==> config.mk <==
export PLATFORM = sky130hd
export DESIGN_NAME = ifetch_ctrl
export DESIGN_NICKNAME = d
export VERILOG_FILES = /design/src/rtl/ifetch_ctrl.sv
export SDC_FILE = /design/constraint.sdc
export NUM_CORES = 1
export LEC_CHECK = 0
export ABC_AREA = 0
export BUFFER_PORTS_ARGS = -buffer_cell sky130_fd_sc_hd__buf_2
export CORE_ASPECT_RATIO = 2
export CORE_MARGIN = 10
export CORE_UTILIZATION = 43
export CTS_CLUSTER_DIAMETER = 120
export CTS_CLUSTER_SIZE = 25
export DETAILED_ROUTE_END_ITERATION = 10
export GPL_TIMING_DRIVEN = 0
export HOLD_SLACK_MARGIN = 0.15
export PLACE_DENSITY_LB_ADDON = 0.2
export SYNTH_ARGS = -nofsm -noshare
export SYNTH_HDL_FRONTEND = slang
export SYNTH_SLANG_ARGS = --single-unit
==> constraint.sdc <==
create_clock -name clk -period 1.5 [get_ports clk]
set_input_delay 0.225 -clock clk [delete_from_list [all_inputs] [get_ports clk]]
set_output_delay 0.225 -clock clk [all_outputs]
set_load 0.01 [all_outputs]
==> src/rtl/ifetch_ctrl.sv <==
`default_nettype none
// ============================================================================
//  Module      : ifetch_ctrl
//  Description : Instruction-fetch sequencer for the 8-bit CPU. Owns the PC,
//                addresses a combinational instruction ROM, registers each
//                fetched word into a one-entry buffer and hands it to the
//                decoder over a valid/ready handshake. Handles jumps,
//                decoder backpressure and run/stop.
//                Optional halt detection is enabled by defining the macro
//                IFETCH_HALT_EN.
//  Revision    : 1.0 - initial release
// ============================================================================
module ifetch_ctrl #(
    parameter int                ADDR_W      = 8,
    parameter int                INSTR_W     = 16,
    parameter logic [ADDR_W-1:0] START_ADDR  = '0,
    parameter logic [3:0]        HALT_OPCODE = 4'hF
) (
    input  logic               clk,
    input  logic               rst,
    input  logic               en,
    output logic [ADDR_W-1:0]  rom_addr,
    input  logic [INSTR_W-1:0] rom_data,
    output logic [INSTR_W-1:0] instr,
    output logic [ADDR_W-1:0]  instr_pc,
    output logic               instr_valid,
    input  logic               instr_ready,
    input  logic               jmp_valid,
    input  logic [ADDR_W-1:0]  jmp_addr,
    output logic [ADDR_W-1:0]  pc,
    output logic               halted
);

    typedef enum logic [1:0] {
        IDLE  = 2'd0,
        FETCH = 2'd1
`ifdef IFETCH_HALT_EN
        ,
        HALT  = 2'd2
`endif
    } state_t;

    state_t r_state;
    state_t w_state_next;

    logic [ADDR_W-1:0]  w_pc_next;
    logic [INSTR_W-1:0] w_instr_next;
    logic [ADDR_W-1:0]  w_instr_pc_next;
    logic               w_valid_next;
    logic               w_halt_load;
    logic               w_transfer;
    logic               w_load;
    logic               w_is_halt_word;

    // The ROM is combinational, so its address simply follows the PC.
    assign rom_addr   = pc;
    assign w_transfer = instr_valid & instr_ready;
    // A load may only refill the buffer when it is empty or being drained.
    assign w_load     = (r_state == FETCH) & en & ~jmp_valid
                        & (~instr_valid | w_transfer);

`ifdef IFETCH_HALT_EN
    assign w_is_halt_word = (rom_data[INSTR_W-1 -: 4] == HALT_OPCODE);
`else
    // Halt words are ordinary instructions in this build.
    assign w_is_halt_word = 1'b0;
    logic w_unused_halt_opcode;
    assign w_unused_halt_opcode = ^HALT_OPCODE;
`endif

    // Next-state and datapath decode; every target holds unless changed.
    always_comb begin
        w_state_next    = r_state;
        w_pc_next       = pc;
        w_instr_next    = instr;
        w_instr_pc_next = instr_pc;
        w_valid_next    = instr_valid;
        w_halt_load     = 1'b0;

        case (r_state)
            IDLE: begin
                // A jump flushes the buffer; otherwise it drains normally.
                if (jmp_valid) begin
                    w_pc_next    = jmp_addr;
                    w_valid_next = 1'b0;
                end else if (w_transfer) begin
                    w_valid_next = 1'b0;
                end
                if (en) begin
                    w_state_next = FETCH;
                end
            end

            FETCH: begin
                if (jmp_valid) begin
                    w_pc_next    = jmp_addr;
                    w_valid_next = 1'b0;
                end else if (w_load) begin
                    w_instr_next    = rom_data;
                    w_instr_pc_next = pc;
                    w_valid_next    = 1'b1;
                    if (w_is_halt_word) begin
                        // PC stays on the halt address for debug visibility.
                        w_halt_load = 1'b1;
                    end else begin
                        w_pc_next = pc + ADDR_W'(1);
                    end
                end else if (w_transfer) begin
                    w_valid_next = 1'b0;
                end

                if (!en) begin
                    w_state_next = IDLE;
`ifdef IFETCH_HALT_EN
                end else if (w_halt_load) begin
                    w_state_next = HALT;
`endif
                end
            end

`ifdef IFETCH_HALT_EN
            HALT: begin
                // Jumps and en are ignored; only the buffered word may leave.
                if (w_transfer) begin
                    w_valid_next = 1'b0;
                end
            end
`endif

            default: begin
                w_state_next = IDLE;
            end
        endcase
    end

    // State register.
    always_ff @(posedge clk or posedge rst) begin
        if (rst) begin
            r_state <= IDLE;
        end else begin
            r_state <= w_state_next;
        end
    end

    // PC and output buffer registers.
    always_ff @(posedge clk or posedge rst) begin
        if (rst) begin
            pc          <= START_ADDR;
            instr       <= '0;
            instr_pc    <= '0;
            instr_valid <= 1'b0;
        end else begin
            pc          <= w_pc_next;
            instr       <= w_instr_next;
            instr_pc    <= w_instr_pc_next;
            instr_valid <= w_valid_next;
        end
    end

`ifdef IFETCH_HALT_EN
    // Halt flag is sticky until reset.
    always_ff @(posedge clk or posedge rst) begin
        if (rst) begin
            halted <= 1'b0;
        end else if (w_halt_load) begin
            halted <= 1'b1;
        end
    end
`else
    assign halted = 1'b0;
    logic w_unused_halt_load;
    assign w_unused_halt_load = w_halt_load;
`endif

endmodule
`default_nettype wire
==> results of run 1 <==
stage by stage:
step,hold WS [ns],worst slack (ns)
3_5_place_dp,0.460,-0.284
2_1_floorplan,0.367,-0.102
5_1_grt,0.172,-0.0348
4_1_cts,0.169,-0.00230
6_report,0.169,0.0163
3_3_place_gp,0.458,-0.274
cell usage after synthesis, types with 2 or more instances:
cell type  count  area share
a21oi_1        2      0.0058
a22oi_1        2      0.0087
a32oi_1        2       0.010
a41oi_1        3       0.015
and3_1         3       0.011
buf_2          2      0.0058
buf_4          9       0.039
buf_6          2       0.013
dfrtp_1       34        0.50
ha_1           2       0.015
inv_1          5       0.011
mux2_2         6       0.039
mux2_4        20        0.17
nand2_1        4      0.0087
nand2b_1       3       0.011
nor4bb_1       3       0.017
o211ai_1       6       0.026
o2bb2ai_1      2       0.010
power by group through the flow:
stage	clock [uW]	combinational [uW]	sequential (uW)
after floorplan	0	1100	1880
after global placement	0	2040	1720
after detailed placement	0	2060	1740
after CTS	864	2170	1710
after global routing	908	2380	1800
final	851	2200	1730
worst max-delay path: stages, from the launching register on:
cell,delay [ns]
dfrtp_1,0.39
and2b_4,0.20
nor3_4,0.18
buf_6,0.16
buf_8,0.13
mux2_4,0.30
placed cells by master, fill, tap and decap left out, drive strengths merged, types with 2 or more instances in the layout:
cell type and count:
buf 90, dfrtp 34, mux2 26, o211ai 6
clkbuf 6, nand2 5, inv 4, a41oi 3
nor4bb 3, and3 3, nand2b 3, a21oi 2
o2bb2ai 2, a32oi 2, a22oi 2, ha 2
sequential cells by signal, indices dropped and copies added (netlist names):
signal and count:
instr 16, instr_pc 8, pc 8, instr_valid 1, r_state 1
path summary, 6_finish.rpt:
kind	cells past startpoint	from	endpoint
worst min register to register	1	instr_pc[7]	instr_pc[7]
worst max register to register	5	instr_valid	instr[8]
max in group asynchronous	4	rst	r_state[0]
min in group asynchronous	3	rst	instr_pc[0]
worst min-delay path	2	rom_data[7]	instr[7]
worst max-delay path	5	instr_valid	instr[8]
routing by layer:
layer / routed length, um / GRT usage / vias up / part of all wire
met5: 0 / 0 / - / 0
li1: - / - / 643 / -
met2: 2490 / 0.229 / 64 / 0.52
met1: 1750 / 0.145 / 691 / 0.37
met3: 424 / 0.0591 / 11 / 0.089
met4: 116 / 0.0585 / 0 / 0.024
cell type report:
| type | count | area (um^2) |
|---|---|---|
| fillers | 343 | 1460 |
| flip-flops and latches | 34 | 852 |
| multi-input cells | 76 | 790 |
| repair buffers | 78 | 447 |
| plain buffers | 13 | 104 |
| clock buffers | 6 | 82.6 |
| well taps | 51 | 63.8 |
| clock inverters | 1 | 30.0 |
| inverters | 5 | 18.8 |
repair_timing:
item / CTS / global route
gates resized for setup: 9 / 6
buffers inserted: 4 / 1
hold buffers: 0 / 1
pin swaps: 2 / 2
hold endpoints to repair: 0 / 8
cloned: 2 / 0
setup endpoints to repair: 27 / 26
cells by family after synthesis:
logic type               after synthesis  synth area share
AND/OR/NAND/NOR                       22            0.0911
flip-flops                            34             0.495
adder cells (fa/ha/maj)                2            0.0146
AO/OA/AOI/OAI                         24             0.109
buffers and inverters                 18            0.0692
multiplexers                          26             0.214
other                                  1           0.00218
XOR/XNOR                               1           0.00510
==> reports/results.ini, run 1 <==
[outcome]
status = completed

[pwr]
p_clk_frac = 0.178
leakage_uw = 0.00119
p_int_uw = 3120
power_frac_comb = 0.460
switching_power_uw = 1650
sequentialPowerShare = 0.361
netSwitchingFraction = 0.346
power.total_uw = 4780
power.density_nw_per_um2 = 2000
peakVddDrop_mv = 1.15

[worst_setup_path]
path_max_fanout = 5
path_class = reg -> reg
startpoint_type = flip-flop
cp_data_required_time_ns = 1.67
crit_path_end_kind = flip-flop
reg2reg_slack_ns = 0.02
cp.arrival_ns = 1.65

[finish]
fin_area_um2 = 2390
diodes = 0
final_net_count = 244
drive_gt1_frac = 0.610
area_growth_pct = 39.0
final_cells = 264
final_util = 0.621

[global_route]
grt_overflow_total = 0
grt_start_max_net_pins = 35
track_usage = 0.137
grt_pass1_vias = 1519
grt_pass1_wl_mm = 7.80
antenna_found_initial = 0

[clocking]
h-tree-depth = 2
cts_root_buf = clkbuf_8
cts_made_buffers = 5
worstSkewPairLatency_ns = 0.28
cts_buffer_depth = 2
cts_tree = done
clkSinkCount = 34
clkTransAtPathRegs_ns = 0.07

[detailed_routing]
drt-total-wl_mm = 4.78
drtPass1Iterations = 4
drt-wirelength-per-cell_um = 18.1
vias_per_cell = 5.34
vias = 1409
ant_nets = 0
drtIter0Drc = 49
drcViolationCount = 0

[floorplanning]
die_h_um = 109
rows = 32
die_area_um2 = 7080
dieWidth_um = 64.7
coreArea_um2 = 3840
pin_count = 71
start_util = 0.447

[timing]
fin_skew_ns = 0.00587
fin_crit_sh = 0.989
rsz0062_at_grt = true
fin_crit_ns = 1.48
finalHoldViolCount = 0
fmax_mhz = 674
drv_slew = 0
fin_setup_tns_ns = 0
finalSetupViolations = 0

[synthesis]
synth.ff_latch_count = 34
syn_inst = 128
yosysUniqueCellTypes = 36
synth.yosys.warnings = 0
ys_seq_area_frac = 0.495
synth_ff_type = dfrtp_1
syn_area_per_cell_um2 = 13.4
synth_fp_nets = 159
syn_area_um2 = 1720
synth_edf_count = 0
synthArstFlopShare = 1.00

[placed_design]
dp_hpwl_mm = 3.49
numPortBuffers = 69
gp_congestion = 0.897
dpl_cell_area_um2 = 2150
place_inst = 248

[hold_path]
hold_class = in -> reg

[run]
maxCapViolCount = 0

Power figures use the tool's default switching activity.
==> inputs of run 2 (changes only) <==
--- a/config.mk
+++ b/config.mk
@@ -7,7 +7,7 @@
 export LEC_CHECK = 0
 export ABC_AREA = 0
 export BUFFER_PORTS_ARGS = -buffer_cell sky130_fd_sc_hd__buf_2
-export CORE_ASPECT_RATIO = 2
+export CORE_ASPECT_RATIO = 0.6
 export CORE_MARGIN = 10
 export CORE_UTILIZATION = 43
 export CTS_CLUSTER_DIAMETER = 120
==> constraint.sdc (replaced) <==
create_clock -name clk -period 1.5 [get_ports clk]
set_input_delay 0.15 -clock clk [delete_from_list [all_inputs] [get_ports clk]]
set_output_delay 0.15 -clock clk [all_outputs]
set_load 0.01 [all_outputs]
==> reports/results.ini, run 2 (synthesized netlist as in run 1, its figures left out) <==
[timing]
final.setup.worst_slack_ns = -0.0117
finalHoldViolCount = 0
finalSetupViolations = 9
fin_crit_ns = 1.51
fmax_mhz = 661
fin_crit_sh = 1.01
max_slew_margin = 0.546
tightestPinTransition_ns = 0.680
fin_skew_ns = 0.00601
rsz0062_at_grt = true
drv_slew = 0
fin_setup_tns_ns = -0.0414

[clocking]
cts_made_buffers = 5
cts_root_buf = clkbuf_8
clkSinkCount = 34
worstSkewPairLatency_ns = 0.28
h-tree-depth = 2
clkTransAtPathRegs_ns = 0.07
cts_buffer_depth = 2
cts_tree = done

[global_route]
grt_pass1_vias = 1564
antenna_found_initial = 0
track_usage = 0.153
grt_start_max_net_pins = 35
grt_overflow_total = 0
grt_pass1_wl_mm = 8.31

[finish]
nFillCells = 274
top_regs = instr x16, instr_pc x8, pc x8
layout_commonest_cell = buf_2
most-common-layout-cells = buf_2 (70), dfrtp_1 (33), mux2_4 (24)
diodes = 0
largest_register_ffs = 16
area_growth_pct = 51.7
largest_register = instr
final_net_count = 266
drive_gt1_frac = 0.585

[floorplanning]
pin_count = 71
dieWidth_um = 102
die_h_um = 69.0
die_area_um2 = 7010
rows = 17
coreArea_um2 = 3760
start_util = 0.456

[outcome]
status = complete, but fails checks
violations = setup timing

[detailed_routing]
vias_per_cell = 5.15
vias = 1457
drt-wirelength-per-cell_um = 18.7
drtPass1Iterations = 4
drtIter0Drc = 73
drt-total-wl_mm = 5.29
drcViolationCount = 0
ant_nets = 0

[worst_setup_path]
path_max_fanout = 5
path_class = reg -> reg
startpoint_type = flip-flop
crit_path_end_kind = flip-flop
cp.arrival_ns = 1.68
cp_data_required_time_ns = 1.67
rr_worst_depth = 5

[pwr]
power.total_uw = 4910
power.density_nw_per_um2 = 1890
peakVddDrop_mv = 1.13
leakage_uw = 0.00129

[placed_design]
dp_hpwl_mm = 3.71
gp_congestion = 0.857
numPortBuffers = 69

[hold_path]
hold_depth = 3
hold_class = in -> reg

[run]
maxCapViolCount = 0

-- run 2: metal layers --
layer | track usage | routed length [um] | up-vias
li1 | - | - | 682
met1 | 0.189 | 2230 | 701
met2 | 0.254 | 2600 | 70
met3 | 0.0516 | 429 | 4
met4 | 0.0408 | 31 | 0
met5 | 0 | 0 | -
-- run 2: final cells by class --
type                            instances  area (um^2)  share of cell area
Multi-Input combinational cell         76          816               0.313
Buffer                                 13          110              0.0422
Sequential cell                        34          852               0.327
Timing Repair Buffer                  100          644               0.247
Tap cell                               47         58.8              0.0226
Clock buffer                            7         76.3              0.0293
Inverter                                5         18.8             0.00720
Clock inverter                          1         30.0              0.0115
-- run 2: worst paths after layout --
| kind | startpoint | endpoint | slack [ns] |
|---|---|---|---|
| min in group asynchronous | rst | pc[1] | 0.52 |
| max reg2reg | instr_valid | instr[6] | -0.01 |
| max in group asynchronous | rst | r_state[0] | 0.50 |
| min reg2reg | instr_pc[4] | instr_pc[4] | 0.51 |
| max | instr_valid | instr[6] | -0.01 |
| min | jmp_addr[2] | pc[2] | 0.17 |
-- run 2: critical path, cell delays in order, from the launching register on --
cell     delay [ns]
dfrtp_1        0.40
and2b_4        0.19
nor3_4         0.18
buf_6          0.16
buf_6          0.15
mux2_4         0.30
-- run 2: through the flow --
step,hold slack (ns),util,cells,cell area [um^2],setup WS (ns)
after floorplan,0.292,-,128,1740,-0.102
after global placement,0.383,0.569,244,2140,-0.251
after detailed placement,0.390,0.569,244,2140,-0.282
after CTS,0.172,0.665,278,2500,-0.0415
after global routing,0.176,0.692,283,2610,-0.0459
final,0.171,0.692,283,2610,-0.0117
-- run 2: what timing repair did --
item | in CTS | in global routing
buffers inserted | 6 | 4
pin swaps | 2 | 2
setup endpoints to repair | 26 | 30
hold endpoints to repair | 18 | 34
gates resized for setup | 8 | 15
gates cloned | 2 | 0
hold buffers | 18 | 1
-- run 2: power breakdown --
group	switching [uW]	total (uW)	internal, uW
registers	406	1750	1350
clock network	315	812	497
logic	1010	2350	1340
